[config.mk]
export PLATFORM = sky130hd
export DESIGN_NAME = uart_tx_controller
export DESIGN_NICKNAME = d
export VERILOG_FILES = /design/src/rtl/uart_pkg.sv /design/src/rtl/uart_baud_gen.sv /design/src/rtl/uart_tx_controller.sv
export SDC_FILE = /design/constraint.sdc
export NUM_CORES = 1
export LEC_CHECK = 0
export CAP_MARGIN = 20
export CORE_ASPECT_RATIO = 0.5
export CORE_MARGIN = 3
export CORE_UTILIZATION = 51
export CTS_BUF_LIST = sky130_fd_sc_hd__clkbuf_4 sky130_fd_sc_hd__clkbuf_8
export DETAILED_ROUTE_END_ITERATION = 10
export PLACE_DENSITY = 0.83
export SLEW_MARGIN = 30
export SYNTH_ARGS = -nofsm -noshare
export SYNTH_HDL_FRONTEND = slang
export SYNTH_SLANG_ARGS = --single-unit
[constraint.sdc]
create_clock -name clk -period 2.5 [get_ports clk]
set_clock_uncertainty 0.2 [all_clocks]
set_input_delay 0.625 -clock clk [delete_from_list [all_inputs] [get_ports clk]]
set_output_delay 0.625 -clock clk [all_outputs]
set_load 0.01 [all_outputs]
[src/rtl/uart_pkg.sv]
// Shared types and constants for the UART transmit controller.
package uart_pkg;

  localparam int DATA_W         = 8;
  localparam int FIFO_DEPTH_DEF = 4;

  // Transmit sequencer states.
  typedef enum logic [1:0] {
    IDLE = 2'd0,
    LOAD = 2'd1,
    SEND = 2'd2,
    GAP  = 2'd3
  } tx_state_t;

endpackage

[src/rtl/uart_baud_gen.sv]
// 16x-baud tick generator: one-clk pulse every (baud_div + 1) clocks.
// The divisor is compared live, so a reduced divisor takes effect at once.
module uart_baud_gen (
  input  logic        clk,
  input  logic        reset,
  input  logic [15:0] baud_div,
  output logic        tick
);

  logic [15:0] r_count;
  logic        r_tick;
  logic        w_wrap;

  // A count at or beyond the divisor wraps, which also covers a divisor
  // that was lowered below the current count.
  assign w_wrap = (r_count >= baud_div);

  // Free-running counter with a registered tick output.
  always_ff @(posedge clk) begin
    if (reset) begin
      r_count <= '0;
      r_tick  <= 1'b0;
    end else begin
      r_tick  <= w_wrap;
      r_count <= w_wrap ? 16'd0 : r_count + 16'd1;
    end
  end

  assign tick = r_tick;

endmodule

[src/rtl/uart_tx_controller.sv]
// UART transmit controller: byte FIFO in front of a sequencer that hands
// bytes to an external shift register, paced by the 16x-baud tick.
module uart_tx_controller
  import uart_pkg::*;
#(
  parameter int FIFO_DEPTH = FIFO_DEPTH_DEF
) (
  input  logic                          clk,
  input  logic                          reset,
  input  logic                          tx_valid,
  input  logic [DATA_W-1:0]             tx_data,
  output logic                          tx_ready,
  input  logic [15:0]                   baud_div,
  output logic                          baud_clk_16,
  output logic                          sr_load,
  output logic [DATA_W-1:0]             sr_data,
  input  logic                          sr_done,
  output logic                          busy,
  output logic [$clog2(FIFO_DEPTH):0]   fifo_count
);

  localparam int AW = $clog2(FIFO_DEPTH);
  localparam int CW = AW + 1;

  tx_state_t         r_state;
  tx_state_t         w_state_next;
  logic [DATA_W-1:0] r_mem [FIFO_DEPTH];
  logic [AW-1:0]     r_wr_ptr;
  logic [AW-1:0]     r_rd_ptr;
  logic [CW-1:0]     r_count;
  logic [DATA_W-1:0] r_sr_data;
  logic              r_send_ticked;
  logic              w_send_ticked_next;
  logic              w_tick;
  logic              w_push;
  logic              w_pop;
  logic              w_sr_load;
  logic              w_fifo_empty;

  uart_baud_gen u_baud_gen (
    .clk      (clk),
    .reset    (reset),
    .baud_div (baud_div),
    .tick     (w_tick)
  );

  assign w_fifo_empty = (r_count == '0);
  assign tx_ready     = (r_count < CW'(FIFO_DEPTH));
  assign w_push       = tx_valid && tx_ready;

  // FIFO storage; contents need no reset because the pointers and count do.
  always_ff @(posedge clk) begin
    if (w_push) begin
      r_mem[r_wr_ptr] <= tx_data;
    end
  end

  // FIFO pointers and occupancy; power-of-two depth makes pointers wrap naturally.
  always_ff @(posedge clk) begin
    if (reset) begin
      r_wr_ptr <= '0;
      r_rd_ptr <= '0;
      r_count  <= '0;
    end else begin
      if (w_push) begin
        r_wr_ptr <= r_wr_ptr + AW'(1);
      end
      if (w_pop) begin
        r_rd_ptr <= r_rd_ptr + AW'(1);
      end
      case ({w_push, w_pop})
        2'b10:   r_count <= r_count + CW'(1);
        2'b01:   r_count <= r_count - CW'(1);
        default: r_count <= r_count;
      endcase
    end
  end

  // Byte presented to the shift register; only updated when a byte is popped.
  always_ff @(posedge clk) begin
    if (reset) begin
      r_sr_data <= '0;
    end else if (w_pop) begin
      r_sr_data <= r_mem[r_rd_ptr];
    end
  end

  // Sequencer state and the "tick seen while in SEND" flag.
  always_ff @(posedge clk) begin
    if (reset) begin
      r_state       <= IDLE;
      r_send_ticked <= 1'b0;
    end else begin
      r_state       <= w_state_next;
      r_send_ticked <= w_send_ticked_next;
    end
  end

  // Next-state and strobe decode. sr_done is only trusted once a tick has
  // passed in SEND, so a stale done from the previous frame cannot end it.
  always_comb begin
    w_state_next       = r_state;
    w_send_ticked_next = r_send_ticked;
    w_pop              = 1'b0;
    w_sr_load          = 1'b0;
    case (r_state)
      IDLE: begin
        w_send_ticked_next = 1'b0;
        if (!w_fifo_empty) begin
          w_pop        = 1'b1;
          w_state_next = LOAD;
        end
      end
      LOAD: begin
        w_sr_load          = 1'b1;
        w_send_ticked_next = 1'b0;
        if (w_tick) begin
          w_state_next = SEND;
        end
      end
      SEND: begin
        if (r_send_ticked && sr_done) begin
          w_state_next = GAP;
        end else if (w_tick) begin
          w_send_ticked_next = 1'b1;
        end
      end
      GAP: begin
        if (w_tick) begin
          w_state_next = IDLE;
        end
      end
      default: begin
        w_state_next = IDLE;
      end
    endcase
  end

  assign baud_clk_16 = w_tick;
  assign sr_load     = w_sr_load;
  assign sr_data     = r_sr_data;
  assign busy        = (r_state != IDLE) || !w_fifo_empty;
  assign fifo_count  = r_count;

endmodule

==> results of run 1 <==
## worst paths after layout
kind	endpoint	slack, ns
setup / recovery	u_baud_gen.r_count[1]$_SDFF_PP0_	0.05
hold / removal	sr_data[0]$_SDFFE_PP0P_	0.25
setup reg to reg	u_baud_gen.r_count[1]$_SDFF_PP0_	0.17
hold reg to reg	sr_data[0]$_SDFFE_PP0P_	0.25
## registers in the layout (all words and copies together), names as in the netlist
signal,cells
fifo_count,3
sr_data,8
u_baud_gen.r_count,16
r_wr_ptr,2
u_baud_gen.tick,1
r_mem,32
r_rd_ptr,2
r_send_ticked,1
r_state,2
## cells by family (layout without fill, tap and decap cells)
group | count (synthesis) | after routing | synth area share, %
AO/OA/AOI/OAI | 27 | 27 | 4.96
XOR/XNOR | 19 | 19 | 5.36
adder cells (fa/ha/maj) | 28 | 28 | 11.5
buffers and inverters | 40 | 109 | 5.20
flip-flops | 67 | 67 | 53.5
multiplexers | 9 | 9 | 6.12
AND/OR/NAND/NOR | 89 | 90 | 13.3
## metrics by stage
| stage | instance area, sq um | setup TNS (ns) |
|---|---|---|
| 2_1_floorplan | 3130 | 0 |
| 3_3_place_gp | 3740 | -7.17 |
| 3_5_place_dp | 3740 | -8.83 |
| 4_1_cts | 4030 | 0 |
| 5_1_grt | 4120 | 0 |
| 6_report | 4120 | 0 |
## placed cells by master, fill, tap and decap left out, types with 2 or more instances in the layout
master and count:
sky130_fd_sc_hd__xor2_1 11, sky130_fd_sc_hd__dfxtp_2 2, sky130_fd_sc_hd__clkdlybuf4s50_1 30, sky130_fd_sc_hd__dfxtp_1 33, sky130_fd_sc_hd__nand4b_4 2, sky130_fd_sc_hd__inv_1 21
sky130_fd_sc_hd__o21ai_0 4, sky130_fd_sc_hd__a21oi_1 17, sky130_fd_sc_hd__nand2_1 27, sky130_fd_sc_hd__ha_1 16, sky130_fd_sc_hd__nor2_2 4, sky130_fd_sc_hd__and3_1 3
sky130_fd_sc_hd__edfxtp_1 32, sky130_fd_sc_hd__ha_4 10, sky130_fd_sc_hd__inv_2 10, sky130_fd_sc_hd__nand3_1 4, sky130_fd_sc_hd__nor2_1 28, sky130_fd_sc_hd__nand4_1 5
sky130_fd_sc_hd__xnor2_1 8, sky130_fd_sc_hd__clkbuf_8 10, sky130_fd_sc_hd__and2_1 4, sky130_fd_sc_hd__dlymetal6s2s_1 6, sky130_fd_sc_hd__dlygate4sd2_1 6, sky130_fd_sc_hd__clkbuf_4 2
sky130_fd_sc_hd__and4_1 2, sky130_fd_sc_hd__buf_4 20, sky130_fd_sc_hd__nor3_1 5, sky130_fd_sc_hd__mux4_2 8
## metal layers
layer	global-route usage [%]	vias to the layer above	wire, microns
met5	0	-	0
met4	7.60	0	84
met3	7.46	11	303
met2	34.0	59	3290
met1	22.3	1065	2760
li1	-	1093	-
## what timing repair did
item	4_1_cts	5_1_grt
resized for setup	20	22
endpoints found under the setup margin	17	17
buffers inserted	1	0
pin swaps	16	13
hold endpoints to repair	0	0
cloned	1	0
## worst reg2reg max path: stages, from the launching register on
cell	delay (ns)
sky130_fd_sc_hd__dfxtp_1	0.38
sky130_fd_sc_hd__ha_4	0.30
sky130_fd_sc_hd__nand4_1	0.13
sky130_fd_sc_hd__or4_4	0.56
sky130_fd_sc_hd__a221o_2	0.39
sky130_fd_sc_hd__nand4b_4	0.20
sky130_fd_sc_hd__nor2_1	0.07
## area by class of cell
class                   count  area (sq um)
repair buffers             62           578
flip-flops and latches     67          1660
fillers                   377          1570
well taps                  73          91.3
inverters                  31           116
clock buffers              12           153
multi-input cells         173          1460
clock inverters             4          50.0
## power by group through the flow
stage                     Combinational [mW]  Clock (mW)  Sequential, mW
after floorplan                        0.673           0            1.46
after global placement                  1.11           0            1.47
after detailed placement                1.16           0            1.49
after CTS                               1.17       0.928            1.47
after global routing                    1.30       0.982            1.50
final                                   1.17       0.901            1.47
==> flow_metrics.tcl, run 1 <==
set metrics [dict create \
    final.period_utilization_pct 98.0 \
    setup_viol_count_final 0 \
    area.growth.synth_to_final_pct 32.5 \
    r2r-start "u_baud_gen.r_count[8]$_SDFF_PP0_" \
    dr_total_vias 2228 \
    synth.largest_area_cell "sky130_fd_sc_hd__edfxtp_1" \
    utilization_pct 72.4 \
    preCtsSetupSlack_ns -0.535 \
    critical_path.max_fanout 8 \
    synth.yosys.seq_area_share_pct 53.5 \
    i_o_buffers 42 \
    yosys.area.top_type_share_pct 30.9 \
    yosysWarnings 0 \
    maxCapViolCount 0 \
    grt_pass1_wl_microns 10300 \
    post-place-cells 404 \
    worst_r2r_path_depth 6 \
    antenna_cells 0 \
    number_of_flops_mapped_to_enable_cells_by_yosys 32 \
    total_power_mw 3.54 \
    crit_path_start "baud_div[11]" \
    finalHoldViolCount 0 \
    drt-wirelength-per-cell_microns 15.3 \
    clk_pin_slew_worst_paths_ns 0.07 \
    first_iter_violations 137 \
    cts_hold_buf 0 \
    nets 400 \
    startpoint_type_of_the_worst_setup_path "primary input" \
    final_setup_margin_ns 0.0512 \
    transition_at_the_pin_with_the_smallest_max_transition_slack_ns 0.620 \
    synth-seq-cells 67 \
    p_seq_share_pct 41.5 \
    stdcell_count 422 \
    cell_row_count 19 \
    die_w_microns 116 \
    finalWeightedCongestion 0.750 \
    cell_internal_pwr_mw 2.46 \
    mappedNetlistNets 335 \
    io-pin-count 43 \
    period_needed_ns 2.45 \
    timing.critical_path.required_ns 2.54 \
    slew_headroom_pct 58.6 \
    gr-usage-all-layers_pct 19.5 \
    cpMaxStageDelayCell "sky130_fd_sc_hd__or4_4" \
    power.density_mw_per_mm2 860 \
    power.switching_mw 1.08 \
    power.static_leakage_nw 1.62 \
    synth_cell_type_count 35 \
    postSynth.topFlopCell "sky130_fd_sc_hd__dfxtp_1" \
    clk_latency_ns 0.35 \
    starting_density_of_the_core_pct 54.7 \
    fmaxAchievable_mhz 408 \
    final-max-slew-violation-count 0 \
    clock-sinks 67 \
    syn_area_per_cell_sq_um 11.1 \
    worst_min_path_class "register to register" \
    drt_first_pass_iters 4 \
    synth_cells 279 \
    tritoncts "done" \
    drive_above_1_share_pct 21.5 \
    power.ir.vdd_worst_v 0.000443 \
    via_per_inst 5.28 \
    timing.critical_path.to_type "register" \
    holdCritStartpoint "sr_data[0]$_SDFFE_PP0P_" \
    post_synth_most_frequent_cells "sky130_fd_sc_hd__dfxtp_1, sky130_fd_sc_hd__edfxtp_1, sky130_fd_sc_hd__nor2_1, sky130_fd_sc_hd__inv_1" \
    place_hpwl_microns 4530 \
    cts.htree.levels 3 \
    power_switching_share_pct 30.5 \
    initial_antenna_violation_count 0 \
    worst_path_largest_cell_delay_ns 0.56 \
    power.combinational.fraction_pct 33.1 \
    ant_nets 0 \
    placeableCoreArea_sq_mm 0.00568 \
    grt_setup_unrepaired "false" \
    yosysMostFrequentCell "sky130_fd_sc_hd__dfxtp_1" \
    crit_type "primary input to register" \
    cell_types_with_the_largest_area_share_after_synthesis "sky130_fd_sc_hd__edfxtp_1, sky130_fd_sc_hd__dfxtp_1, sky130_fd_sc_hd__ha_1" \
    async_flop_share_pct 0 \
    worstPathArrival_ns 2.48 \
    drc_viols 0 \
    die_height_microns 61.2 \
    cts_buffer_depth 2 \
    hold_depth 2 \
    die-area_sq_mm 0.00712 \
    wl_microns 6450 \
    timing.critical_path.max_delay_family "simple AND/OR/NAND/NOR gates" \
    p_clk_share_pct 25.5 \
    globalRouteOverflowTotal 0 \
    synthesis.area_sq_mm 0.00311 \
    grt_pass1_vias 2266 \
    path_cells "dlygate4sd2_1 -> inv_2 -> ha_4 -> nand4_1 -> or4_4 -> a221o_2 -> nand4b_4 -> nor2_1" \
    clockRootBuffer "sky130_fd_sc_hd__clkbuf_8" \
    run_status "finished clean" \
    timing.critical_path.buf_inv 2 \
    grt_start_max_net_pins 20 \
    timing.hold.ws_ns 0.254 \
    number_of_cells_on_the_critical_path 8 \
    cts-buffers-inserted 9 \
]
Note: power is estimated with default switching activity, not from simulation.
==> inputs of run 2 (changes only) <==
--- a/constraint.sdc
+++ b/constraint.sdc
@@ -4,2 +4,2 @@
 set_output_delay 0.625 -clock clk [all_outputs]
-set_load 0.01 [all_outputs]
+set_load 0.1 [all_outputs]
==> run 2 against run 1 <==
  * Register-to-register slack improved by 0.02 ns
  * Fmax fell by 0.20%
  * Sequential share of layout area rose by 0.66 points
  * Critical path depth did not move
  * Power rose by 19%
  * Critical endpoint is now u_baud_gen.r_count[6]$_SDFF_PP0_
  * Largest power group is now combinational cells
  * Highest routed layer unchanged
==> flow_metrics.tcl, run 2 (synthesis gave the netlist of run 1 again) <==
set metrics [dict create \
    worst_min_path_class "register to register" \
    finalHoldViolCount 0 \
    worstHoldEndpoint "sr_data[2]$_SDFFE_PP0P_" \
    run_status "finished clean" \
    drt-wirelength-per-cell_microns 15.6 \
    grt_pass1_vias 2298 \
    setup_viol_count_final 0 \
    wl_microns 6530 \
    cts.htree.levels 3 \
    place_hpwl_microns 4760 \
    initial_antenna_violation_count 0 \
    cts_buffer_depth 2 \
    drt_first_pass_iters 4 \
    worst-r2r-setup-slack_ns 0.19 \
    fmaxAchievable_mhz 408 \
    total_power_mw 4.22 \
    p_clk_share_pct 18.2 \
    holdCritStartpoint "sr_data[2]$_SDFFE_PP0P_" \
    area.growth.synth_to_final_pct 31.1 \
    maxUsedRoutingLayer "met4" \
    preCtsSetupSlack_ns -0.485 \
    crit_type "primary input to register" \
    die_w_microns 116 \
    dr_total_vias 2219 \
    largest-register "r_mem" \
    globalRouteOverflowTotal 0 \
    cts-buffers-inserted 9 \
    transition_at_the_pin_with_the_smallest_max_transition_slack_ns 0.650 \
    p_seq_share_pct 35.2 \
    io-pin-count 43 \
    worstPathArrival_ns 2.47 \
    antenna_cells 0 \
    drive_above_1_share_pct 24.1 \
    r2r-start "r_state[0]$_SDFFE_PP0P_" \
    placeableCoreArea_sq_mm 0.00568 \
    die-area_sq_mm 0.00712 \
    fill_cells 381 \
    hold_depth 2 \
    nets 396 \
    gr-usage-all-layers_pct 20.3 \
    worst_r2r_path_depth 10 \
    first_iter_violations 65 \
    largest_reg_flops 32 \
    starting_density_of_the_core_pct 54.7 \
    power.switching_mw 1.85 \
    final.period_utilization_pct 98.1 \
    power.ir.vdd_worst_v 0.000527 \
    startpoint_type_of_the_worst_setup_path "primary input" \
    i_o_buffers 42 \
    maxCapViolCount 0 \
    timing.critical_path.required_ns 2.52 \
    clk_pin_slew_worst_paths_ns 0.08 \
    power.density_mw_per_mm2 1040 \
    ant_nets 0 \
    clockRootBuffer "sky130_fd_sc_hd__clkbuf_8" \
    clk_latency_ns 0.33 \
    die_height_microns 61.2 \
    most_frequent_cells_in_the_layout "sky130_fd_sc_hd__edfxtp_1, sky130_fd_sc_hd__dfxtp_1, sky130_fd_sc_hd__nor2_1, sky130_fd_sc_hd__nand2_1, sky130_fd_sc_hd__buf_4" \
    met2RoutedLength_microns 3510 \
    final-max-slew-violation-count 0 \
    period_needed_ns 2.45 \
    tritoncts "done" \
    grt_pass1_wl_microns 10800 \
    clock-sinks 67 \
    slew_headroom_pct 56.6 \
    final_setup_margin_ns 0.0463 \
    grt_setup_unrepaired "false" \
    met1_length_microns 2660 \
    worstReg2RegEnd "fifo_count[2]$_SDFFE_PP0P_" \
    finalWeightedCongestion 0.792 \
    power.combinational.fraction_pct 46.6 \
    via_per_inst 5.31 \
    cell_row_count 19 \
    drc_viols 0 \
    grt_start_max_net_pins 20 \
    wl_met3_microns 266 \
    power.static_leakage_nw 1.59 \
    power_switching_share_pct 43.9 \
    cell_internal_pwr_mw 2.37 \
    timing.critical_path.to_type "register" \
    critical_path.max_fanout 8 \
]
[run 2: cell types whose count changed in the layout (fill, tap and decap cells not counted), moves of 2 or more]
cell                              before  now
sky130_fd_sc_hd__dfxtp_2               2    0
sky130_fd_sc_hd__buf_4                20   26
sky130_fd_sc_hd__dlygate4sd2_1         6    9
sky130_fd_sc_hd__dfxtp_4               0    3
sky130_fd_sc_hd__clkinvlp_4            1    3
sky130_fd_sc_hd__clkdlybuf4s50_1      30   15
sky130_fd_sc_hd__buf_12                0    5
sky130_fd_sc_hd__dlymetal6s2s_1        6    2
[run 2: area by class of cell]
class / count / area, sq um / area share, %
clock buffers: 10 / 131 / 3.23
clock inverters: 6 / 40.0 / 0.984
inverters: 31 / 116 / 2.86
multi-input cells: 173 / 1460 / 35.8
flip-flops and latches: 67 / 1670 / 41.1
well taps: 73 / 91.3 / 2.24
repair buffers: 58 / 559 / 13.7
[run 2: stage by stage]
step | cells | utilization [%] | hold WS [ns] | cell area, sq um | setup TNS [ns]
CTS | 418 | 71.2 | 0.262 | 4050 | 0
global route | 418 | 71.6 | 0.276 | 4070 | 0
finish | 418 | 71.6 | 0.258 | 4070 | 0
floorplan | 279 | - | 0.226 | 3180 | 0
global placement | 400 | 66.3 | 0.243 | 3770 | -7.00
detailed placement | 400 | 66.3 | 0.252 | 3770 | -8.24
[run 2: power by group through the flow]
stage | logic [mW] | registers, mW | clock network, mW
floorplan | 0.962 | 1.99 | 0
global placement | 1.90 | 1.49 | 0
detailed placement | 1.97 | 1.52 | 0
CTS | 1.98 | 1.49 | 0.788
global route | 2.10 | 1.51 | 0.854
finish | 1.97 | 1.49 | 0.768
[run 2: timing repair]
item	4_1_cts	5_1_grt
buffers inserted	1	0
resized for setup	26	8
hold buffers	0	0
setup endpoints to repair	16	17
pin swaps	22	6
cloned	1	0
[run 2: worst max-delay path, cell delays in order]
cell and delay [ns]:
sky130_fd_sc_hd__dlygate4sd2_1 0.20, sky130_fd_sc_hd__inv_2 0.05, sky130_fd_sc_hd__ha_4 0.26, sky130_fd_sc_hd__nand4_1 0.12, sky130_fd_sc_hd__or4_1 0.55, sky130_fd_sc_hd__a221o_1 0.38, sky130_fd_sc_hd__nand4b_4 0.21, sky130_fd_sc_hd__nor2_1 0.07
[run 2: layer usage]
| layer | vias up | global-route usage (%) |
|---|---|---|
| met4 | 0 | 7.77 |
| met2 | 40 | 38.9 |
| met1 | 1085 | 22.0 |
| met5 | - | 0 |
| met3 | 11 | 5.50 |
| li1 | 1083 | - |
[run 2: worst max path at each step]
stage,from,end,cells after the start
4_1_cts,baud_div[5],u_baud_gen.r_count[6]$_SDFF_PP0_,8
3_5_place_dp,baud_div[9],u_baud_gen.r_count[6]$_SDFF_PP0_,8
2_1_floorplan,fifo_count[1]$_SDFFE_PP0P_,fifo_count[2]$_SDFFE_PP0P_,11
5_1_grt,baud_div[10],u_baud_gen.r_count[6]$_SDFF_PP0_,8
6_report,baud_div[10],u_baud_gen.r_count[6]$_SDFF_PP0_,8
3_3_place_gp,baud_div[10],u_baud_gen.r_count[12]$_SDFF_PP0_,8
